$ cat config.mk
export PLATFORM = sky130hd
export DESIGN_NAME = modbus_rtu_gap_timer_flat
export DESIGN_NICKNAME = d
export VERILOG_FILES = /design/src/rtl/modbus_pkg.sv /design/src/rtl/modbus_rtu_gap_timer_if.sv /design/src/rtl/modbus_gap_thresh.sv /design/src/rtl/modbus_rtu_gap_timer.sv /design/src/flat_wrapper.sv
export SDC_FILE = /design/constraint.sdc
export NUM_CORES = 1
export LEC_CHECK = 0
export BUFFER_PORTS_ARGS = -buffer_cell sky130_fd_sc_hd__buf_2
export CAP_MARGIN = 20
export CORE_MARGIN = 10
export CORE_UTILIZATION = 30
export CTS_CLUSTER_SIZE = 8
export DETAILED_ROUTE_END_ITERATION = 7
export GPL_TIMING_DRIVEN = 0
export PLACE_DENSITY = 0.5
export SLEW_MARGIN = 20
export SYNTH_ARGS = -nofsm -noshare
export SYNTH_HDL_FRONTEND = slang
export SYNTH_SLANG_ARGS = --single-unit
export TNS_END_PERCENT = 30
$ cat constraint.sdc
create_clock -name clk -period 5.9 [get_ports clk]
set_input_delay 0 -clock clk [delete_from_list [all_inputs] [get_ports clk]]
set_output_delay 0 -clock clk [all_outputs]
set_load 0.02 [all_outputs]
$ cat src/rtl/modbus_pkg.sv
// -----------------------------------------------------------------------------
// modbus_pkg
// Shared definitions for the Modbus RTU silence monitor:
//   - state_e           : framing FSM state encoding (INIT/IDLE/RX/GAP)
//   - FAST_T15_US/T35_US: fixed silence thresholds (us) used above 19200 baud
//   - CHAR_BITS_DEFAULT : default character length in bit times
// -----------------------------------------------------------------------------
package modbus_pkg;

  typedef enum logic [1:0] {
    ST_INIT = 2'd0,  // waiting for the initial 3.5T silence after reset
    ST_IDLE = 2'd1,  // line silent, no frame in progress
    ST_RX   = 2'd2,  // frame in progress, gap still below 1.5T
    ST_GAP  = 2'd3   // frame in progress, gap past 1.5T, waiting for 3.5T
  } state_e;

  localparam int unsigned FAST_T15_US       = 750;
  localparam int unsigned FAST_T35_US       = 1750;
  localparam int unsigned CHAR_BITS_DEFAULT = 11;

endpackage

$ cat src/rtl/modbus_rtu_gap_timer_if.sv
// -----------------------------------------------------------------------------
// modbus_rtu_gap_timer_if
// Bundles the receiver-side inputs and framing outputs of the silence monitor.
//   master : drives bit_div, fast_mode, rx_done, rx_state; observes outputs
//   slave  : the gap timer itself
// Signals:
//   bit_div[DIV_W]  clocks per bit (0 treated as 1)
//   fast_mode       1 = fixed 750us/1750us thresholds
//   rx_done         1-cycle pulse per received byte
//   rx_state        high while the receiver is inside a character
//   ready           initial 3.5T silence has elapsed since reset
//   frame_active    high from SOF until EOF
//   sof/t15_pulse/eof 1-cycle event pulses
//   eof_err         valid with eof: a byte followed a 1.5T gap in this frame
//   byte_cnt[BCNT_W] bytes in the current frame (saturating, held after eof)
// -----------------------------------------------------------------------------
interface modbus_rtu_gap_timer_if #(
  parameter int DIV_W  = 16,
  parameter int BCNT_W = 8
);

  logic [DIV_W-1:0]  bit_div;
  logic              fast_mode;
  logic              rx_done;
  logic              rx_state;
  logic              ready;
  logic              frame_active;
  logic              sof;
  logic              t15_pulse;
  logic              eof;
  logic              eof_err;
  logic [BCNT_W-1:0] byte_cnt;

  modport master (
    output bit_div, fast_mode, rx_done, rx_state,
    input  ready, frame_active, sof, t15_pulse, eof, eof_err, byte_cnt
  );

  modport slave (
    input  bit_div, fast_mode, rx_done, rx_state,
    output ready, frame_active, sof, t15_pulse, eof, eof_err, byte_cnt
  );

endinterface

$ cat src/rtl/modbus_gap_thresh.sv
// -----------------------------------------------------------------------------
// modbus_gap_thresh
// Converts the line configuration into registered 1.5T / 3.5T silence
// thresholds, in clock cycles.
//   clk, rst     clock, synchronous active-high reset (thresholds reload)
//   load_i       reload enable; thresholds are frozen while it is low
//   bit_div_i    clocks per bit (0 treated as 1)
//   fast_mode_i  1 = fixed 750us/1750us thresholds
//   t15_o/t35_o  registered thresholds, one cycle behind the inputs
// -----------------------------------------------------------------------------
module modbus_gap_thresh
  import modbus_pkg::*;
#(
  parameter int CLK_FREQ  = 50000000,
  parameter int CHAR_BITS = CHAR_BITS_DEFAULT,
  parameter int DIV_W     = 16,
  parameter int CNT_W     = 24
) (
  input  logic             clk,
  input  logic             rst,
  input  logic             load_i,
  input  logic [DIV_W-1:0] bit_div_i,
  input  logic             fast_mode_i,
  output logic [CNT_W-1:0] t15_o,
  output logic [CNT_W-1:0] t35_o
);

  localparam int unsigned CLK_PER_US = CLK_FREQ / 1000000;
  localparam logic [CNT_W-1:0] FAST_T15 = CNT_W'(CLK_PER_US * FAST_T15_US);
  localparam logic [CNT_W-1:0] FAST_T35 = CNT_W'(CLK_PER_US * FAST_T35_US);
  localparam logic [CNT_W-1:0] MUL15    = CNT_W'(CHAR_BITS * 3);
  localparam logic [CNT_W-1:0] MUL35    = CNT_W'(CHAR_BITS * 7);

  logic [CNT_W-1:0] div;
  logic [CNT_W-1:0] prod15, prod35;
  logic [CNT_W-1:0] t15_d, t35_d;
  logic [CNT_W-1:0] t15_q, t35_q;

  // 1.5T and 3.5T are (3/2) and (7/2) character times; the halving is done
  // after the multiply so odd products round down.
  assign div    = (bit_div_i == '0) ? CNT_W'(1) : CNT_W'(bit_div_i);
  assign prod15 = div * MUL15;
  assign prod35 = div * MUL35;
  assign t15_d  = fast_mode_i ? FAST_T15 : (prod15 >> 1);
  assign t35_d  = fast_mode_i ? FAST_T35 : (prod35 >> 1);

  // NOTE: registers are written with non-blocking assignments so every flop
  // samples pre-edge values regardless of process evaluation order.
  always_ff @(posedge clk) begin
    if (rst || load_i) begin
      t15_q <= t15_d;
      t35_q <= t35_d;
    end
  end

  assign t15_o = t15_q;
  assign t35_o = t35_q;

endmodule

$ cat src/rtl/modbus_rtu_gap_timer.sv
// -----------------------------------------------------------------------------
// modbus_rtu_gap_timer
// Modbus RTU silence monitor beside the UART receiver. Counts idle clocks
// after each byte, compares against 1.5T/3.5T and frames the byte stream.
//   clk  system clock
//   rst  synchronous reset, active high (aborts any frame, back to INIT)
//   bus  modbus_rtu_gap_timer_if.slave: receiver inputs and framing outputs
// All outputs are registered; event pulses appear the cycle after the edge
// that detected them, aligned with the frame_active/ready level changes.
// -----------------------------------------------------------------------------
module modbus_rtu_gap_timer
  import modbus_pkg::*;
#(
  parameter int CLK_FREQ  = 50000000,
  parameter int CHAR_BITS = CHAR_BITS_DEFAULT,
  parameter int DIV_W     = 16,
  parameter int CNT_W     = 24,
  parameter int BCNT_W    = 8
) (
  input  logic                  clk,
  input  logic                  rst,
  modbus_rtu_gap_timer_if.slave bus
);

  logic [CNT_W-1:0]  t15, t35;
  logic [CNT_W-1:0]  cnt_q, cnt_d;
  state_e            state_q, state_d;
  logic              activity, cnt_inc, hit15, hit35;
  logic              thr_load;

  logic              ready_q, ready_d;
  logic              frame_active_q, frame_active_d;
  logic              sof_q, sof_d;
  logic              t15_q, t15_d;
  logic              eof_q, eof_d;
  logic              eof_err_q, eof_err_d;
  logic              err_q, err_d;
  logic [BCNT_W-1:0] byte_cnt_q, byte_cnt_d, byte_cnt_inc;

  // Thresholds only follow the configuration while no frame is in flight,
  // so a mid-frame reconfiguration cannot cause a spurious hit or miss.
  assign thr_load = (state_q == ST_INIT) || (state_q == ST_IDLE);

  modbus_gap_thresh #(
    .CLK_FREQ (CLK_FREQ),
    .CHAR_BITS(CHAR_BITS),
    .DIV_W    (DIV_W),
    .CNT_W    (CNT_W)
  ) u_thresh (
    .clk        (clk),
    .rst        (rst),
    .load_i     (thr_load),
    .bit_div_i  (bus.bit_div),
    .fast_mode_i(bus.fast_mode),
    .t15_o      (t15),
    .t35_o      (t35)
  );

  // Silence counter: any receiver activity restarts it; otherwise it climbs
  // to T35 and parks there. A hit is the increment that lands on a threshold,
  // so an activity cycle can never produce one.
  assign activity = bus.rx_done | bus.rx_state;
  assign cnt_inc  = !activity && (cnt_q < t35);
  assign hit15    = cnt_inc && ((cnt_q + CNT_W'(1)) == t15);
  assign hit35    = cnt_inc && ((cnt_q + CNT_W'(1)) == t35);

  always_comb begin
    cnt_d = cnt_q;
    if (activity)     cnt_d = '0;
    else if (cnt_inc) cnt_d = cnt_q + CNT_W'(1);
  end

  assign byte_cnt_inc = (byte_cnt_q == '1) ? byte_cnt_q : byte_cnt_q + BCNT_W'(1);

  always_comb begin
    // NOTE: every output of this block gets a default before the case, so
    // no path leaves a variable unassigned and no latch is inferred.
    state_d        = state_q;
    ready_d        = ready_q;
    frame_active_d = frame_active_q;
    sof_d          = 1'b0;
    t15_d          = 1'b0;
    eof_d          = 1'b0;
    eof_err_d      = 1'b0;
    err_d          = err_q;
    byte_cnt_d     = byte_cnt_q;

    unique case (state_q)
      ST_INIT: begin
        // Bytes seen before the line has been quiet for 3.5T are dropped;
        // they still restart the silence counter.
        if (hit35) begin
          state_d = ST_IDLE;
          ready_d = 1'b1;
        end
      end
      ST_IDLE: begin
        if (bus.rx_done) begin
          state_d        = ST_RX;
          sof_d          = 1'b1;
          frame_active_d = 1'b1;
          byte_cnt_d     = BCNT_W'(1);
          err_d          = 1'b0;
        end
      end
      ST_RX: begin
        if (bus.rx_done) begin
          byte_cnt_d = byte_cnt_inc;
        end else if (hit15) begin
          state_d = ST_GAP;
          t15_d   = 1'b1;
        end
      end
      ST_GAP: begin
        if (bus.rx_done) begin
          state_d    = ST_RX;
          err_d      = 1'b1;
          byte_cnt_d = byte_cnt_inc;
        end else if (hit35) begin
          state_d        = ST_IDLE;
          eof_d          = 1'b1;
          eof_err_d      = err_q;
          frame_active_d = 1'b0;
        end
      end
      default: state_d = ST_INIT;
    endcase
  end

  always_ff @(posedge clk) begin
    if (rst) begin
      state_q        <= ST_INIT;
      cnt_q          <= '0;
      ready_q        <= 1'b0;
      frame_active_q <= 1'b0;
      sof_q          <= 1'b0;
      t15_q          <= 1'b0;
      eof_q          <= 1'b0;
      eof_err_q      <= 1'b0;
      err_q          <= 1'b0;
      byte_cnt_q     <= '0;
    end else begin
      state_q        <= state_d;
      cnt_q          <= cnt_d;
      ready_q        <= ready_d;
      frame_active_q <= frame_active_d;
      sof_q          <= sof_d;
      t15_q          <= t15_d;
      eof_q          <= eof_d;
      eof_err_q      <= eof_err_d;
      err_q          <= err_d;
      byte_cnt_q     <= byte_cnt_d;
    end
  end

  assign bus.ready        = ready_q;
  assign bus.frame_active = frame_active_q;
  assign bus.sof          = sof_q;
  assign bus.t15_pulse    = t15_q;
  assign bus.eof          = eof_q;
  assign bus.eof_err      = eof_err_q;
  assign bus.byte_cnt     = byte_cnt_q;

endmodule

$ cat src/flat_wrapper.sv
// flat-port wrapper written by rule: the top's interface ports become plain ports
module modbus_rtu_gap_timer_flat import modbus_pkg::*;
#(
  parameter int CLK_FREQ  = 50000000,
  parameter int CHAR_BITS = CHAR_BITS_DEFAULT,
  parameter int DIV_W     = 16,
  parameter int CNT_W     = 24,
  parameter int BCNT_W    = 8
)
  (clk, rst, bus_bit_div, bus_fast_mode, bus_rx_done, bus_rx_state, bus_ready, bus_frame_active, bus_sof, bus_t15_pulse, bus_eof, bus_eof_err, bus_byte_cnt);
  modbus_rtu_gap_timer_if #(.DIV_W(DIV_W), .BCNT_W(BCNT_W)) bus_i ();
  input  logic clk;
  input  logic rst;
  input wire logic [$bits(bus_i.bit_div)-1:0] bus_bit_div;
  input wire logic [$bits(bus_i.fast_mode)-1:0] bus_fast_mode;
  input wire logic [$bits(bus_i.rx_done)-1:0] bus_rx_done;
  input wire logic [$bits(bus_i.rx_state)-1:0] bus_rx_state;
  output wire logic [$bits(bus_i.ready)-1:0] bus_ready;
  output wire logic [$bits(bus_i.frame_active)-1:0] bus_frame_active;
  output wire logic [$bits(bus_i.sof)-1:0] bus_sof;
  output wire logic [$bits(bus_i.t15_pulse)-1:0] bus_t15_pulse;
  output wire logic [$bits(bus_i.eof)-1:0] bus_eof;
  output wire logic [$bits(bus_i.eof_err)-1:0] bus_eof_err;
  output wire logic [$bits(bus_i.byte_cnt)-1:0] bus_byte_cnt;
  assign bus_i.bit_div = bus_bit_div;
  assign bus_i.fast_mode = bus_fast_mode;
  assign bus_i.rx_done = bus_rx_done;
  assign bus_i.rx_state = bus_rx_state;
  assign bus_ready = bus_i.ready;
  assign bus_frame_active = bus_i.frame_active;
  assign bus_sof = bus_i.sof;
  assign bus_t15_pulse = bus_i.t15_pulse;
  assign bus_eof = bus_i.eof;
  assign bus_eof_err = bus_i.eof_err;
  assign bus_byte_cnt = bus_i.byte_cnt;
  modbus_rtu_gap_timer #(.CLK_FREQ(CLK_FREQ), .CHAR_BITS(CHAR_BITS), .DIV_W(DIV_W), .CNT_W(CNT_W), .BCNT_W(BCNT_W)) u_core (.clk(clk), .rst(rst), .bus(bus_i));
endmodule
==> results_dict.tcl <==
set metrics [dict create \
    outcome "completed" \
    cts.path.max_buffers 2 \
    dp.cells 1303 \
    hold_class "input pin to flop" \
    drive_gt1_frac 0.100 \
    path_common_cell "ha_1" \
    path_cells "buf_2 -> inv_1 -> ha_1 -> and4_1 -> nand4_1 -> nor3_2 -> nor2_1 -> ha_1 -> ha_1 -> inv_1 -> fa_1 -> fa_1 -> inv_1 -> ha_1 -> o21ai_0 -> o21bai_1 -> a21oi_1 -> o21ai_0 -> a2111oi_2 -> nor3_1 -> or3b_2" \
    die_h_um 185 \
    clockPowerShare 0.258 \
    setup_viol 0 \
    diodes 0 \
    gp_congestion 0.911 \
    synth.area.top_cells "ha_1, edfxtp_1, dfxtp_1, xnor2_1, fa_1" \
    crit_slowest_cell "nor3_2" \
    start_kind "input pin" \
    end_kind "flop" \
    cts_tree "yes" \
    power.total_mw 2.31 \
    ys_seq_area_frac 0.254 \
    max-vdd-ir-drop_mv 0.106 \
    cts_setup_buffers 0 \
    synth-seq-cells 83 \
    synth_cells 928 \
    chipWidth_um 185 \
    cp_slowest_stage_delay_ns 0.63 \
    io_buffer_count 33 \
    synth.distinct_cells 70 \
    worstMarginPinSlew_ns 0.736 \
    crit_type "input pin to flop" \
    drt_iter0_markers 367 \
    synth-async-reset-ratio 0 \
    fin_nets 1141 \
    placed_cell_area_um2 8810 \
    cts-root-buf "clkbuf_16" \
    slew_viol_final 0 \
    cap_violations 0 \
    synth_area_um2 8190 \
    stdcell_area_um2 9140 \
    rows 60 \
    synth_area_leader_cell "ha_1" \
    p_leak_nw 4.01 \
    first_pass_iters 5 \
    whs_ns 0.0403 \
    synth_warnings 0 \
    cts_sinks 83 \
    overflow 0 \
    wl_per_cell_um 15.7 \
    syn_avg_cell_area_um2 8.83 \
    final.fill_count 2836 \
    combPwrFrac 0.415 \
    final_cell_mix "ha_1, inv_1, nor2_1" \
    start_util 0.305 \
    finalClockSkew_ns 0.00978 \
    dieArea_um2 34300 \
    drc 0 \
    htreeDepth 3 \
    cp_data_arrival_time_ns 5.61 \
    timing.final.crit_share 0.935 \
    grt_pass1_vias 6571 \
    io_pins 35 \
    antenna_found_initial 0 \
    fmax_mhz 181 \
    cts.clk_slew.worst_paths_ns 0.06 \
    power.share.switching 0.371 \
    vias_per_cell 4.83 \
    synth_enable_flop_cells 42 \
    finalNonFillerCells 1320 \
    synth_nets 1095 \
    ys.flop_type "edfxtp_1" \
    routed_wirelength_um 20800 \
    synthToLayoutAreaGrowth_pct 11.6 \
    sequentialPowerShare 0.327 \
    ant_nets 0 \
    grt_max_degree 33 \
    finalCriticalPeriod_ns 5.52 \
    vias 6376 \
    grt_use_total 0.126 \
    worstSkewPairLatency_ns 0.36 \
    grt_pass1_wl_um 34300 \
    p_switching_mw 0.858 \
    cp_max_fo 10 \
    synth_top_cell_area_share 0.185 \
    core_um2 26900 \
    max-slew-margin-rel 0.507 \
    cts-buffers-inserted 9 \
    hpwl_um 17200 \
    required_ns 5.99 \
    p_int_mw 1.46 \
    finalHoldViolations 0 \
    power.density_nw_per_um2 253 \
    final_common_cell "ha_1" \
]
-- registers in the layout, summed over array words and instances (netlist names) --
register / count
u_core.bus.eof: 1
u_core.bus.t15_pulse: 1
u_core.u_thresh.t35_o: 22
u_core.err_q: 1
u_core.bus.byte_cnt: 8
u_core.u_thresh.t15_o: 20
u_core.state_q: 2
u_core.cnt_q: 24
u_core.bus.frame_active: 1
u_core.bus.ready: 1
u_core.bus.sof: 1
u_core.bus.eof_err: 1
-- per-layer routing --
| layer | vias to the layer above | share of wire | global-route usage |
|---|---|---|---|
| met4 | 0 | 0.016 | 0.0341 |
| met5 | - | 0 | 0 |
| met3 | 23 | 0.026 | 0.0174 |
| li1 | 3323 | - | - |
| met1 | 2931 | 0.50 | 0.165 |
| met2 | 99 | 0.46 | 0.212 |
-- power groups by stage --
stage          clock network (mW)  registers, mW  logic (mW)
6_report                    0.598          0.756       0.960
5_1_grt                     0.639          0.762        1.12
4_1_cts                     0.617          0.754       0.962
3_5_place_dp                    0          0.767       0.951
3_3_place_gp                    0          0.769       0.946
2_1_floorplan                   0          0.740       0.735
-- cell families (layout without fill, tap and decap cells) --
| family | after synthesis | in the layout | synth area share |
|---|---|---|---|
| AND/OR/NAND/NOR | 294 | 294 | 0.185 |
| flip-flops | 83 | 83 | 0.254 |
| XOR/XNOR | 101 | 101 | 0.110 |
| AO/OA/AOI/OAI | 156 | 156 | 0.129 |
| adder cells (fa/ha/maj) | 146 | 146 | 0.246 |
| multiplexers | 5 | 5 | 0.00611 |
| buffers and inverters | 143 | 194 | 0.0703 |
-- stage by stage --
step	setup TNS (ns)	util	worst slack [ns]
floorplan	0	-	0.891
global placement	-2.88	0.327	-0.770
CTS	0	0.340	0.0941
finish	0	0.340	0.381
detailed placement	-0.261	0.328	-0.261
global route	-0.0308	0.340	-0.0308
-- area by class of cell --
cell class              count  area [um^2]  area share
multi-input cells         702         5550       0.607
flip-flops and latches     83         2080       0.228
well taps                 341          427      0.0467
inverters                 103          387      0.0423
clock buffers              11          253      0.0276
repair buffers             35          195      0.0214
plain buffers              40          189      0.0207
clock inverters             5         58.8     0.00643
-- synth_stat cells, types with 16 or more instances --
cell / number
a21oi_1: 47
buf_2: 16
clkbuf_1: 20
dfxtp_1: 41
edfxtp_1: 42
fa_1: 25
ha_1: 121
inv_1: 103
nand2_1: 50
nand3_1: 17
nand4_1: 17
nor2_1: 96
nor3_1: 29
o21ai_0: 31
xnor2_1: 71
xor2_1: 29
-- final timing paths --
check | from | end | slack, ns | depth (start not counted)
setup / recovery | bus_bit_div[2] | u_core.u_thresh.t35_o[14] | 0.38 | 21
hold / removal | bus_bit_div[1] | u_core.u_thresh.t35_o[0] | 0.04 | 2
setup reg to reg | u_core.cnt_q[1] | u_core.state_q[0] | 2.53 | 11
hold reg to reg | u_core.err_q | u_core.bus.eof_err | 0.46 | 2
-- critical path, delay by kind of cell --
kind | cells | cell delay (ns)
buffers and inverters | 4 | 0.33
AOI/OAI and AO/OA | 5 | 1.31
and+or+nand+nor | 6 | 1.90
adders and majority gates | 6 | 2.04
-- timing repair --
item                                    CTS  global route
hold endpoints to repair                  1             0
resized for setup                         0             3
hold buffers                              1             0
endpoints found under the setup margin    0             1
No activity file was read; power rests on OpenSTA's default activity.
